--- src/rtl/sprite_compositor.sv ---
// Multi-sprite VGA pixel compositor: two-stage pipeline with index-priority layering,
// dashed centre net, frame-synchronous attribute shadows and ball-vs-sprite collision flags.
module sprite_compositor #(
  parameter int unsigned H_VIDEO     = 640,
  parameter int unsigned V_VIDEO     = 480,
  parameter int unsigned NUM_SPRITES = 4,
  parameter int unsigned COLOR_BITS  = 4,
  parameter int unsigned NET_WIDTH   = 12,
  parameter int unsigned NET_SEG     = 12,
  parameter int unsigned NET_PERIOD  = 24,
  parameter int unsigned NET_OFFSET  = 6
) (
  input  logic                                  clk_0,
  input  logic                                  rst,
  input  logic [9:0]                            pixel_x,
  input  logic [9:0]                            pixel_y,
  input  logic                                  video_on,
  input  logic                                  frame_start,
  input  logic [10*NUM_SPRITES-1:0]             spr_xpos,
  input  logic [10*NUM_SPRITES-1:0]             spr_ypos,
  input  logic [10*NUM_SPRITES-1:0]             spr_w,
  input  logic [10*NUM_SPRITES-1:0]             spr_h,
  input  logic [3*COLOR_BITS*NUM_SPRITES-1:0]   spr_color,
  input  logic [NUM_SPRITES-1:0]                spr_en,
  input  logic                                  net_en,
  input  logic [3*COLOR_BITS-1:0]               net_color,
  output logic [COLOR_BITS-1:0]                 red,
  output logic [COLOR_BITS-1:0]                 green,
  output logic [COLOR_BITS-1:0]                 blue,
  output logic [NUM_SPRITES-1:0]                collision
);

  localparam int unsigned CW     = 3 * COLOR_BITS;
  localparam int unsigned SW     = 10 * NUM_SPRITES;
  localparam int unsigned PW     = (NET_PERIOD > 1) ? $clog2(NET_PERIOD) : 1;
  localparam int unsigned NET_X0 = H_VIDEO / 2 - NET_WIDTH / 2;
  localparam int unsigned NET_X1 = H_VIDEO / 2 + NET_WIDTH / 2 - 1;
  localparam int unsigned PHASE0 = (NET_PERIOD - NET_OFFSET) % NET_PERIOD;

  logic [SW-1:0]             sh_xpos, sh_ypos, sh_w, sh_h;
  logic [CW*NUM_SPRITES-1:0] sh_color;
  logic [NUM_SPRITES-1:0]    sh_en;
  logic                      sh_net_en;
  logic [CW-1:0]             sh_net_color;

  logic [PW-1:0]             phase_q, phase_c;
  logic [NUM_SPRITES-1:0]    hit_c, hit_q;
  logic                      net_hit_c;
  logic [CW-1:0]             col_c, col_q;
  logic                      von_q;
  logic [NUM_SPRITES-1:0]    overlap_c, acc_q;

  // Attribute shadows: swapped only on frame_start so a frame is never torn
  always_ff @(posedge clk_0) begin
    if (rst) begin
      sh_xpos      <= '0;
      sh_ypos      <= '0;
      sh_w         <= '0;
      sh_h         <= '0;
      sh_color     <= '0;
      sh_en        <= '0;
      sh_net_en    <= 1'b0;
      sh_net_color <= '0;
    end else if (frame_start) begin
      sh_xpos      <= spr_xpos;
      sh_ypos      <= spr_ypos;
      sh_w         <= spr_w;
      sh_h         <= spr_h;
      sh_color     <= spr_color;
      sh_en        <= spr_en;
      sh_net_en    <= net_en;
      sh_net_color <= net_color;
    end
  end

  // Net line phase: value for the current line, used combinationally and then stored
  always_comb begin
    phase_c = phase_q;
    if (video_on && (pixel_x == 10'd0)) begin
      if (pixel_y == 10'd0)
        phase_c = PW'(PHASE0);
      else if (phase_q == PW'(NET_PERIOD - 1))
        phase_c = '0;
      else
        phase_c = phase_q + PW'(1);
    end
  end

  // Stage-1 hit tests in 11-bit arithmetic with exclusive end
  always_comb begin
    hit_c = '0;
    for (int i = 0; i < NUM_SPRITES; i++) begin
      hit_c[i] = sh_en[i]
        && ({1'b0, pixel_x} >= {1'b0, sh_xpos[10*i +: 10]})
        && ({1'b0, pixel_x} <  (11'(sh_xpos[10*i +: 10]) + 11'(sh_w[10*i +: 10])))
        && ({1'b0, pixel_y} >= {1'b0, sh_ypos[10*i +: 10]})
        && ({1'b0, pixel_y} <  (11'(sh_ypos[10*i +: 10]) + 11'(sh_h[10*i +: 10])));
    end
    net_hit_c = sh_net_en
      && (pixel_x >= 10'(NET_X0)) && (pixel_x <= 10'(NET_X1))
      && (pixel_y < 10'(V_VIDEO))
      && (phase_c < PW'(NET_SEG));
  end

  // Layer selection: lowest-index sprite over net over black
  always_comb begin
    col_c = net_hit_c ? sh_net_color : '0;
    for (int i = NUM_SPRITES - 1; i >= 0; i--) begin
      if (hit_c[i]) col_c = sh_color[CW*i +: CW];
    end
  end

  always_ff @(posedge clk_0) begin
    if (rst) begin
      phase_q <= '0;
      hit_q   <= '0;
      col_q   <= '0;
      von_q   <= 1'b0;
    end else begin
      phase_q <= phase_c;
      hit_q   <= hit_c;
      col_q   <= col_c;
      von_q   <= video_on;
    end
  end

  always_comb begin
    overlap_c    = hit_q & {NUM_SPRITES{hit_q[0] & von_q}};
    overlap_c[0] = 1'b0;
  end

  // Stage 2 output and per-frame collision hand-off
  always_ff @(posedge clk_0) begin
    if (rst) begin
      red       <= '0;
      green     <= '0;
      blue      <= '0;
      acc_q     <= '0;
      collision <= '0;
    end else begin
      red   <= von_q ? col_q[CW-1 -: COLOR_BITS]            : '0;
      green <= von_q ? col_q[2*COLOR_BITS-1 -: COLOR_BITS]  : '0;
      blue  <= von_q ? col_q[COLOR_BITS-1:0]                : '0;
      if (frame_start) begin
        collision <= acc_q;
        acc_q     <= overlap_c;
      end else begin
        acc_q <= acc_q | overlap_c;
      end
    end
  end

endmodule
--- config.mk ---
export PLATFORM = sky130hd
export DESIGN_NAME = sprite_compositor
export DESIGN_NICKNAME = d
export VERILOG_FILES = /design/src/rtl/sprite_compositor.sv
export SDC_FILE = /design/constraint.sdc
export NUM_CORES = 1
export LEC_CHECK = 0
export ABC_AREA = 1
export CORE_AREA = 2 2 184 186
export CTS_BUF_LIST = sky130_fd_sc_hd__clkbuf_4 sky130_fd_sc_hd__clkbuf_8 sky130_fd_sc_hd__clkbuf_16
export DETAILED_ROUTE_END_ITERATION = 8
export DIE_AREA = 0 0 186 188
export GPL_TIMING_DRIVEN = 0
export PLACE_DENSITY = 0.78
export SETUP_SLACK_MARGIN = 0.5
export SLEW_MARGIN = 20
export SYNTH_ARGS = -nofsm -noshare
export SYNTH_HDL_FRONTEND = slang
export SYNTH_SLANG_ARGS = --single-unit
--- constraint.sdc ---
create_clock -name clk_0 -period 3.2 [get_ports clk_0]
set_clock_uncertainty 0.1 [all_clocks]
set_input_delay 0.8 -clock clk_0 [delete_from_list [all_inputs] [get_ports clk_0]]
set_output_delay 0.8 -clock clk_0 [all_outputs]
set_load 0.02 [all_outputs]
Word-level counts from Yosys, hierarchy flattened
Index checks and enable logic that the tools add are counted.
- $add $sub $neg: 9
- $lt $le $gt $ge: 20
- eq/ne operators: 1
- multiplexer cells: 9
- bitwise gates (word level): 4
- reductions and logical operators: 25
- operators with widths (operator ; number):
    $add 10x10->11 ; 8
    $lt 10x11->1 ; 8
    $ge 10x10->1 ; 8
    $mux 12 ; 5
    $logic_and 1x1->1 ; 21
    $logic_not 10->1 ; 2
    $mux 5 ; 3
    $ge 10x9->1 const B ; 1
    $le 10x9->1 const B ; 1
    $lt 10x9->1 const B ; 1
    $add 5x1->5 const B ; 1
    $eq 5x5->1 const B ; 1
    $lt 5x4->1 const B ; 1
    $and 4x4->4 ; 1
    $mux 4 ; 1
    $or 4x4->4 ; 1
    $reduce_or 2->1 ; 2
    $and 1x1->1 ; 1
    $not 1->1 ; 1
- flip-flop bits (word level): 267
- input port bits: 249

Depth between registers and ports, before layout
Gate-level depths: netlist (run 1).
- word-level depth: 11
- depth in mapped cells: 28

Worst setup path before layout (run 1)
No wires, ideal clock.
- path type: reg2reg
- start: register sh_ypos[20]
- end: register col_q[10]
- arrival time: 2.966 ns
- required time: 2.986 ns
- slack: 0.020 ns
- stages on the path, launching flop included: 25
- cell sequence: dfxtp_1 ha_1 inv_1 fa_1 o21ai_2 a21oi_1 o21ai_0 xnor2_1 ha_1 a21o_1 nor2_1 nand2_1 nand3_1 nand2_1 nand2_1 nand2_1 nand3_1 nand3_1 buf_4 nand2_1 nand2_1 nand2_1 nand3_1 nand2_1 nor2_2
- longest elaborated chain between the ends: 6
- ends and longest elaborated chain (item ; line ; text):
    start: declaration ; 40 ; logic [SW-1:0] sh_xpos, sh_ypos, sh_w, sh_h;
    start signal: assignment ; 66 ; sh_ypos <= spr_ypos;
    $add 10x10->11 / $ge 10x10->1 (equally long branches) ; 97, 96 ;
    $lt 10x11->1 / $logic_and 1x1->1 (equally long branches) ; 97, 96 ;
    $logic_and 1x1->1 (*) ; 97 ; && ({1'b0, pixel_y} < (11'(sh_ypos[10*i +: 10]) + 11'(sh_h[10*i +: 10])));
    $mux 12 (*) (3 in series) ; 109 ; if (hit_c[i]) col_c = sh_color[CW*i +: CW];
    end signal: assignment ; 122 ; col_q <= col_c;
    end: declaration ; 49 ; logic [CW-1:0] col_c, col_q;
Mark *: on every way between the ends. The rest lies on a longest branch, timed or not.
A chain may end at the register's enable or synchronous reset.

Worst setup path in the final report (run 1)
- start: register sh_xpos[20]
- end: register col_q[10]
- longest elaborated chain between the ends: 8
- ends and longest elaborated chain (item ; line ; text):
    start: declaration ; 40 ;
    start signal: assignment ; 65 ; sh_xpos <= spr_xpos;
    $add 10x10->11 / $ge 10x10->1 (equally long branches) ; 95, 94 ;
    $lt 10x11->1 / $logic_and 1x1->1 (equally long branches) ; 95, 94 ;
    $logic_and 1x1->1 (*) ; 95 ; && ({1'b0, pixel_x} < (11'(sh_xpos[10*i +: 10]) + 11'(sh_w[10*i +: 10])))
    $logic_and 1x1->1 (*) ; 96 ; && ({1'b0, pixel_y} >= {1'b0, sh_ypos[10*i +: 10]})
    $logic_and 1x1->1 (*) ; 97 ;
    $mux 12 (*) (3 in series) ; 109 ;
Marked as above.

==> results of run 1 <==
flip-flops by register name, summed over array words and instances, names as in the netlist, 3 cells and up:
name          cells
sh_color         48
sh_h             40
sh_w             40
sh_xpos          40
sh_ypos          40
col_q            12
sh_net_color     12
phase_q           5
blue              4
green             4
hit_q             4
red               4
sh_en             4
acc_q             3
collision         3
synthesized netlist by cell type, types with 25 or more instances:
cell type | n | area (sq um)
a21oi_1 | 214 | 1070
clkbuf_1 | 76 | 285
dfxtp_1 | 265 | 5310
ha_1 | 233 | 2920
inv_1 | 206 | 773
nand2_1 | 294 | 1100
nand3_1 | 68 | 340
nand4_1 | 33 | 206
nor2_1 | 372 | 1400
o21ai_0 | 260 | 1300
xnor2_1 | 25 | 219
xor2_1 | 39 | 342
power breakdown:
| part | leakage [nW] | internal, mW | total [mW] | switching (mW) |
|---|---|---|---|---|
| sequential | 2.20 | 3.51 | 3.66 | 0.148 |
| combinational | 6.97 | 1.11 | 2.53 | 1.42 |
| clock | 0.471 | 1.94 | 3.34 | 1.39 |
through the flow:
stage	TNS (ps)	instance area, sq um
2_1_floorplan	0	16600
3_3_place_gp	-28510	19800
3_5_place_dp	-29130	19800
4_1_cts	-2040	21300
5_1_grt	-5780	21700
6_report	-3260	21700
worst paths after layout:
kind | startpoint | slack (ps) | endpoint | cells past startpoint
worst max-delay path | sh_xpos[20] | -310 | col_q[10] | 23
worst min-delay path | col_q[6] | 310 | green[2] | 2
worst max register to register | sh_xpos[20] | -310 | col_q[10] | 23
worst min register to register | col_q[6] | 310 | green[2] | 2
layer usage:
metal  vias up  GRT usage, %  share of wire, %
met1      7703          36.9                42
met2       653          50.5                46
met4         0          11.4               4.1
met3       121          3.73               7.8
met5         -             0                 0
li1       8123             -                 -
timing repair:
item                                   4_1_cts  5_1_grt
setup endpoints to repair                   79       36
setup buffers                               38       14
endpoints found under the hold margin        0        0
gates cloned                                 2        1
pin swaps                                   71       55
resized for setup                          107       72
cell families (layout without fill, tap and decap cells):
kind of cell,after synthesis,count (layout),share of synthesized area [%]
AO/OA/AOI/OAI,534,534,17.1
XOR/XNOR,64,64,3.42
adder cells (fa/ha/maj),241,241,18.8
buffers and inverters,318,682,7.52
flip-flops,265,265,32.4
other,1,2,0.0229
AND/OR/NAND/NOR,814,815,20.7
layout make-up:
| type | instances | area [sq um] |
|---|---|---|
| plain buffers | 90 | 433 |
| well taps | 448 | 561 |
| clock buffers | 40 | 821 |
| clock inverters | 8 | 105 |
| diodes | 1 | 2.50 |
| fillers | 2781 | 11400 |
| multi-input cells | 1655 | 10500 |
| repair buffers | 316 | 3070 |
| flip-flops and latches | 265 | 5350 |
| inverters | 228 | 856 |
worst reg2reg max path: cells and delay by family, from the launching register on:
kind	cells	cell delay (ps)
and+or+nand+nor	13	1090
adders and majority gates	3	820
AOI/OAI and AO/OA	3	470
buffers and inverters	3	420
DFF	1	360
xor gates and xnor gates	1	180
==> reports/qor.yml, run 1 <==
violations: "negative setup slack"
dr.pass1.iters: 5
p_total_mw: 9.53
dp_slack_ps: -721
fin_crit_sh_pct: 110
drive_gt1_share_pct: 12.3
crit_path_frequent_cell: "nand2_1"
final_core_util_pct: 65.6
cts_buffer_depth: 3
cp-end-kind: "flop"
cts-hold-fix-buffers: 0
antenna_found_initial: 1
grt_usage_pct: 29.3
via_per_inst: 5.44
hp-class: "reg -> reg"
worstSetupStartpointType: "flop"
slew_violations: 0
fin_nets: 3075
layout_commonest_cell: "nor2_1"
criticalPathCategory: "reg -> reg"
fmax_mhz: 285
cp.arrival_ps: 3930
syn_area_sq_um: 16400
num_io_pins: 265
required_ps: 3620
cts-root-buf: "clkbuf_16"
syn2layout_area_growth_pct: 32.7
die_w_um: 186
seq_area_frac_synth_pct: 32.4
ys_ff_latch: 265
synth_edf_count: 0
critPathMaxStageDelay_ps: 390
grt_max_degree: 16
peakVddDrop_v: 0.000446
syn_nets: 2727
async_reset_ff_share_pct: 0
netlist_instances: 2237
whs_ps: 315
vias: 16600
coreArea_sq_um: 33100
place_congestion: 0.915
ys_warn_count: 0
drtIter0Drc: 1316
cts.sink_count: 265
final_cell_mix: "nor2_1 (358), nand2_1 (267), o21ai_0 (250)"
syn_avg_cell_area_sq_um: 7.32
slew-limit-headroom_pct: 34.0
min_period_ps: 3510
grt_setup_unrepaired: "true"
post_drt_wl_per_cell_um: 17.5
hold_violations: 0
cap_viol_max_count: 0
grt_overflow_total: 0
worst-path-buf-inv: 3
grt_pass1_wl_um: 81000
status: "complete, but fails checks"
cts_tree: "done"
die_h_um: 188
ant_nets: 0
synth_ff_type: "dfxtp_1"
insertion_delay_ps: 580
stdcell_count: 3051
power_density_nw_per_um2: 439
wirelength_um: 53300
dieArea_sq_um: 35000
dp_cells: 2947
htree_levels: 1
first_global_vias: 16300
crit_family: "simple AND/OR/NAND/NOR gates"
rows: 67
setup_viol: 14
cp_slowest_cell: "fa_2"
worst_pin_slew_ps: 990
dp_hpwl_um: 39100
crit_chain: "ha_4 -> fa_2 -> buf_4 -> a31oi_1 -> xor2_1 -> ha_1 -> nand2_1 -> a21oi_2 -> nor2_1 -> nand2_1 -> nand2_1 -> nand2_1 -> nand2_1 -> nand2_2 -> a21oi_4 -> buf_6 -> buf_6 -> nand4_1 -> nand2_1 -> nand2_1 -> nand3_2 -> nand2_2 -> nor2_2"
critPathMaxFanout: 10
final.setup.worst_slack_ps: -313
port_buffers: 262
p_leak_nw: 9.64
initial_core_util_pct: 49.5
drc: 0
cts_inserted_buffers: 29
synth_cell_types: 42
clkSlewWorstSetupHoldPaths_ps: 60
No activity file was read; power rests on OpenSTA's default activity.
==> run 2: changes to the inputs <==
Settings changed: TNS_END_PERCENT set to 10.
==> run 2 against run 1 <==
Compared with the run above: the run still ends with negative setup slack left; global-route usage up 0.45 points; power increased by 5.0%; non-clock buffer count decreased by 24; routed wire length is 0.19% lower; utilization fell by 0.54 points; register-to-register slack better by 70 ps; combinational power down 3%; largest power group is now clock; highest routed layer unchanged.
==> reports/qor.yml, run 2 (synthesized netlist as in run 1, its figures left out) <==
status: "complete, but fails checks"
violations: "negative setup slack"
port_buffers: 262  # unchanged
grt_setup_unrepaired: "true"
worstSetupStartpointType: "flop"
required_ps: 3560  # -60 ps
peakVddDrop_v: 0.000433  # -2.9%
final.setup.worst_slack_ps: -239  # +74.5 ps
regMostFlops: "sh_color"
antenna_found_initial: 1  # unchanged
dp_hpwl_um: 39600  # +1.2%
via_per_inst: 5.47  # +0.45%
critPathMaxStageDelay_ps: 390  # about the same
die_w_um: 186  # unchanged
rows: 67  # unchanged
first_global_vias: 16600  # +1.7%
grt_usage_pct: 29.7  # +0.45 points
cts-root-buf: "clkbuf_16"
worst-path-buf-inv: 4  # +1
final_core_util_pct: 65.1  # -0.54 points
min_to: "blue[0]"
dieArea_sq_um: 35000  # unchanged
cp_slowest_cell: "fa_2"
r2r_cells: 24  # +4.3%
drive_gt1_share_pct: 10.4  # -1.9 points
insertion_delay_ps: 570  # about the same
hold_path.startpoint: "col_q[0]"
ant_nets: 0  # unchanged
dr.pass1.iters: 6  # +1
cts_buffer_depth: 3  # unchanged
grt_pass1_wl_um: 82500  # +1.9%
htree_levels: 1  # unchanged
coreArea_sq_um: 33100  # unchanged
wirelength_um: 53200  # -0.19%
cp-end-kind: "flop"
final-seq-area_sq_um: 5340  # -0.19%
vias: 16600  # -0.11%
place_congestion: 0.913  # -0.25%
dp_slack_ps: -860  # -140 ps
cts_inserted_buffers: 30  # +3.4%
drtIter0Drc: 1229  # -6.6%
slew_violations: 0  # unchanged
critPathMaxFanout: 6  # -4
fin_crit_sh_pct: 107  # -2.3 points
cts_tree: "done"
crit_chain: "ha_4 -> inv_2 -> fa_2 -> o21ai_4 -> a21oi_2 -> o21ai_1 -> xor2_1 -> ha_1 -> nand2_1 -> nor2_1 -> nor2_1 -> nand2_1 -> nor2_2 -> o21ai_1 -> nand2_1 -> nand2_1 -> nand3_2 -> nand4_4 -> buf_6 -> buf_6 -> nand2_1 -> nand3_1 -> nand2_1 -> inv_1"
clkSlewWorstSetupHoldPaths_ps: 70  # about the same
grt_overflow_total: 0  # unchanged
cp.arrival_ps: 3800  # -130 ps
die_h_um: 188  # unchanged
p_leak_nw: 9.58  # -0.63%
layout_commonest_cell: "nor2_1"
hp-class: "reg -> reg"
crit_path_frequent_cell: "nand2_1"
worst_pin_slew_ps: 1220  # +228 ps
min_period_ps: 3440  # -74.5 ps
timing.rr.start: "sh_ypos[10]"
fill_cells: 2780  # -0.036%
hold_violations: 0  # unchanged
fin_nets: 3051  # -0.78%
grt_max_degree: 16  # unchanged
criticalPathCategory: "reg -> reg"
syn2layout_area_growth_pct: 31.6
final_cell_mix: "nor2_1 (364), nand2_1 (275), clkdlybuf4s50_1 (248)"
largest_register_ffs: 48  # unchanged
worstReg2RegEnd: "col_q[0]"
setup_viol: 14  # unchanged
ff2ff_setup_slack_ps: -240  # +70 ps
num_io_pins: 265  # unchanged
cts.sink_count: 265  # unchanged
drc: 0  # unchanged
slew-limit-headroom_pct: 18.8  # -15 points
fmax_mhz: 291  # +2.2%
cap_viol_max_count: 0  # unchanged
power_density_nw_per_um2: 464  # +5.9%
post_drt_wl_per_cell_um: 17.5  # +0.37%
whs_path_depth: 2  # unchanged
cts-hold-fix-buffers: 0  # unchanged
initial_core_util_pct: 49.5  # unchanged
multi_input_area_sq_um: 10400  # -1.3%
crit_family: "simple AND/OR/NAND/NOR gates"
## run 2: where the power goes
group | internal (mW) | switching, mW
Combinational | 1.07 | 1.39
Sequential | 3.51 | 0.145
Clock | 2.38 | 1.52
## run 2: stage by stage
step           hold WS [ps]  area [sq um]  total power [mW]  TNS [ps]  cells
5_1_grt                 328         21600              10.5     -5560   3034
4_1_cts                 309         21200              9.93     -1870   3024
6_report                313         21600              10.0     -2760   3034
3_3_place_gp            300         19700              5.87    -48540   2947
3_5_place_dp            300         19700              5.96    -33030   2947
2_1_floorplan           294         16500              5.10         0   2237
## run 2: routing by layer
| metal | global-route usage (%) | share of wire, % | up-vias | wire [um] |
|---|---|---|---|---|
| met3 | 3.28 | 6.4 | 142 | 3420 |
| met4 | 13.0 | 4.6 | 0 | 2440 |
| met1 | 37.4 | 42 | 7696 | 22300 |
| li1 | - | - | 8083 | - |
| met5 | 0 | 0 | - | 0 |
| met2 | 51.1 | 47 | 660 | 25000 |
## run 2: worst max-delay path by stage
stage | startpoint | endpoint | slack, ps | cells after the start
global placement | pixel_x[9] | col_q[7] | -830 | 18
global route | sh_xpos[10] | col_q[3] | -430 | 23
detailed placement | pixel_x[9] | col_q[7] | -860 | 18
CTS | sh_ypos[10] | col_q[4] | -160 | 24
finish | sh_ypos[10] | col_q[0] | -240 | 24
floorplan | sh_xpos[10] | col_q[10] | 190 | 23
## run 2: cell type report
cell class                      count  share of cell area, %
Inverter                          228                   3.97
Clock buffer                       33                   3.70
Tap cell                          448                   2.60
Timing Repair Buffer              292                   13.2
Multi-Input combinational cell   1654                   48.2
Buffer                             90                   2.01
Sequential cell                   265                   24.8
Antenna cell                        1                 0.0116
Clock inverter                     23                   1.51
## run 2: worst reg2reg max path: cells and delay by family (launching register included)
| kind | cells | cell delay (ps) |
|---|---|---|
| simple gates | 12 | 990 |
| fa+ha+maj | 3 | 800 |
| compound gates | 4 | 510 |
| buf+inv | 4 | 380 |
| flops | 1 | 370 |
| xor+xnor | 1 | 190 |
## run 2: what timing repair did
action                     4_1_cts  5_1_grt
setup buffers                   20        8
gates resized for setup         89       70
gates cloned                     1        1
pin swaps                       40       58
setup endpoints to repair       99       25
hold endpoints to repair         0        0
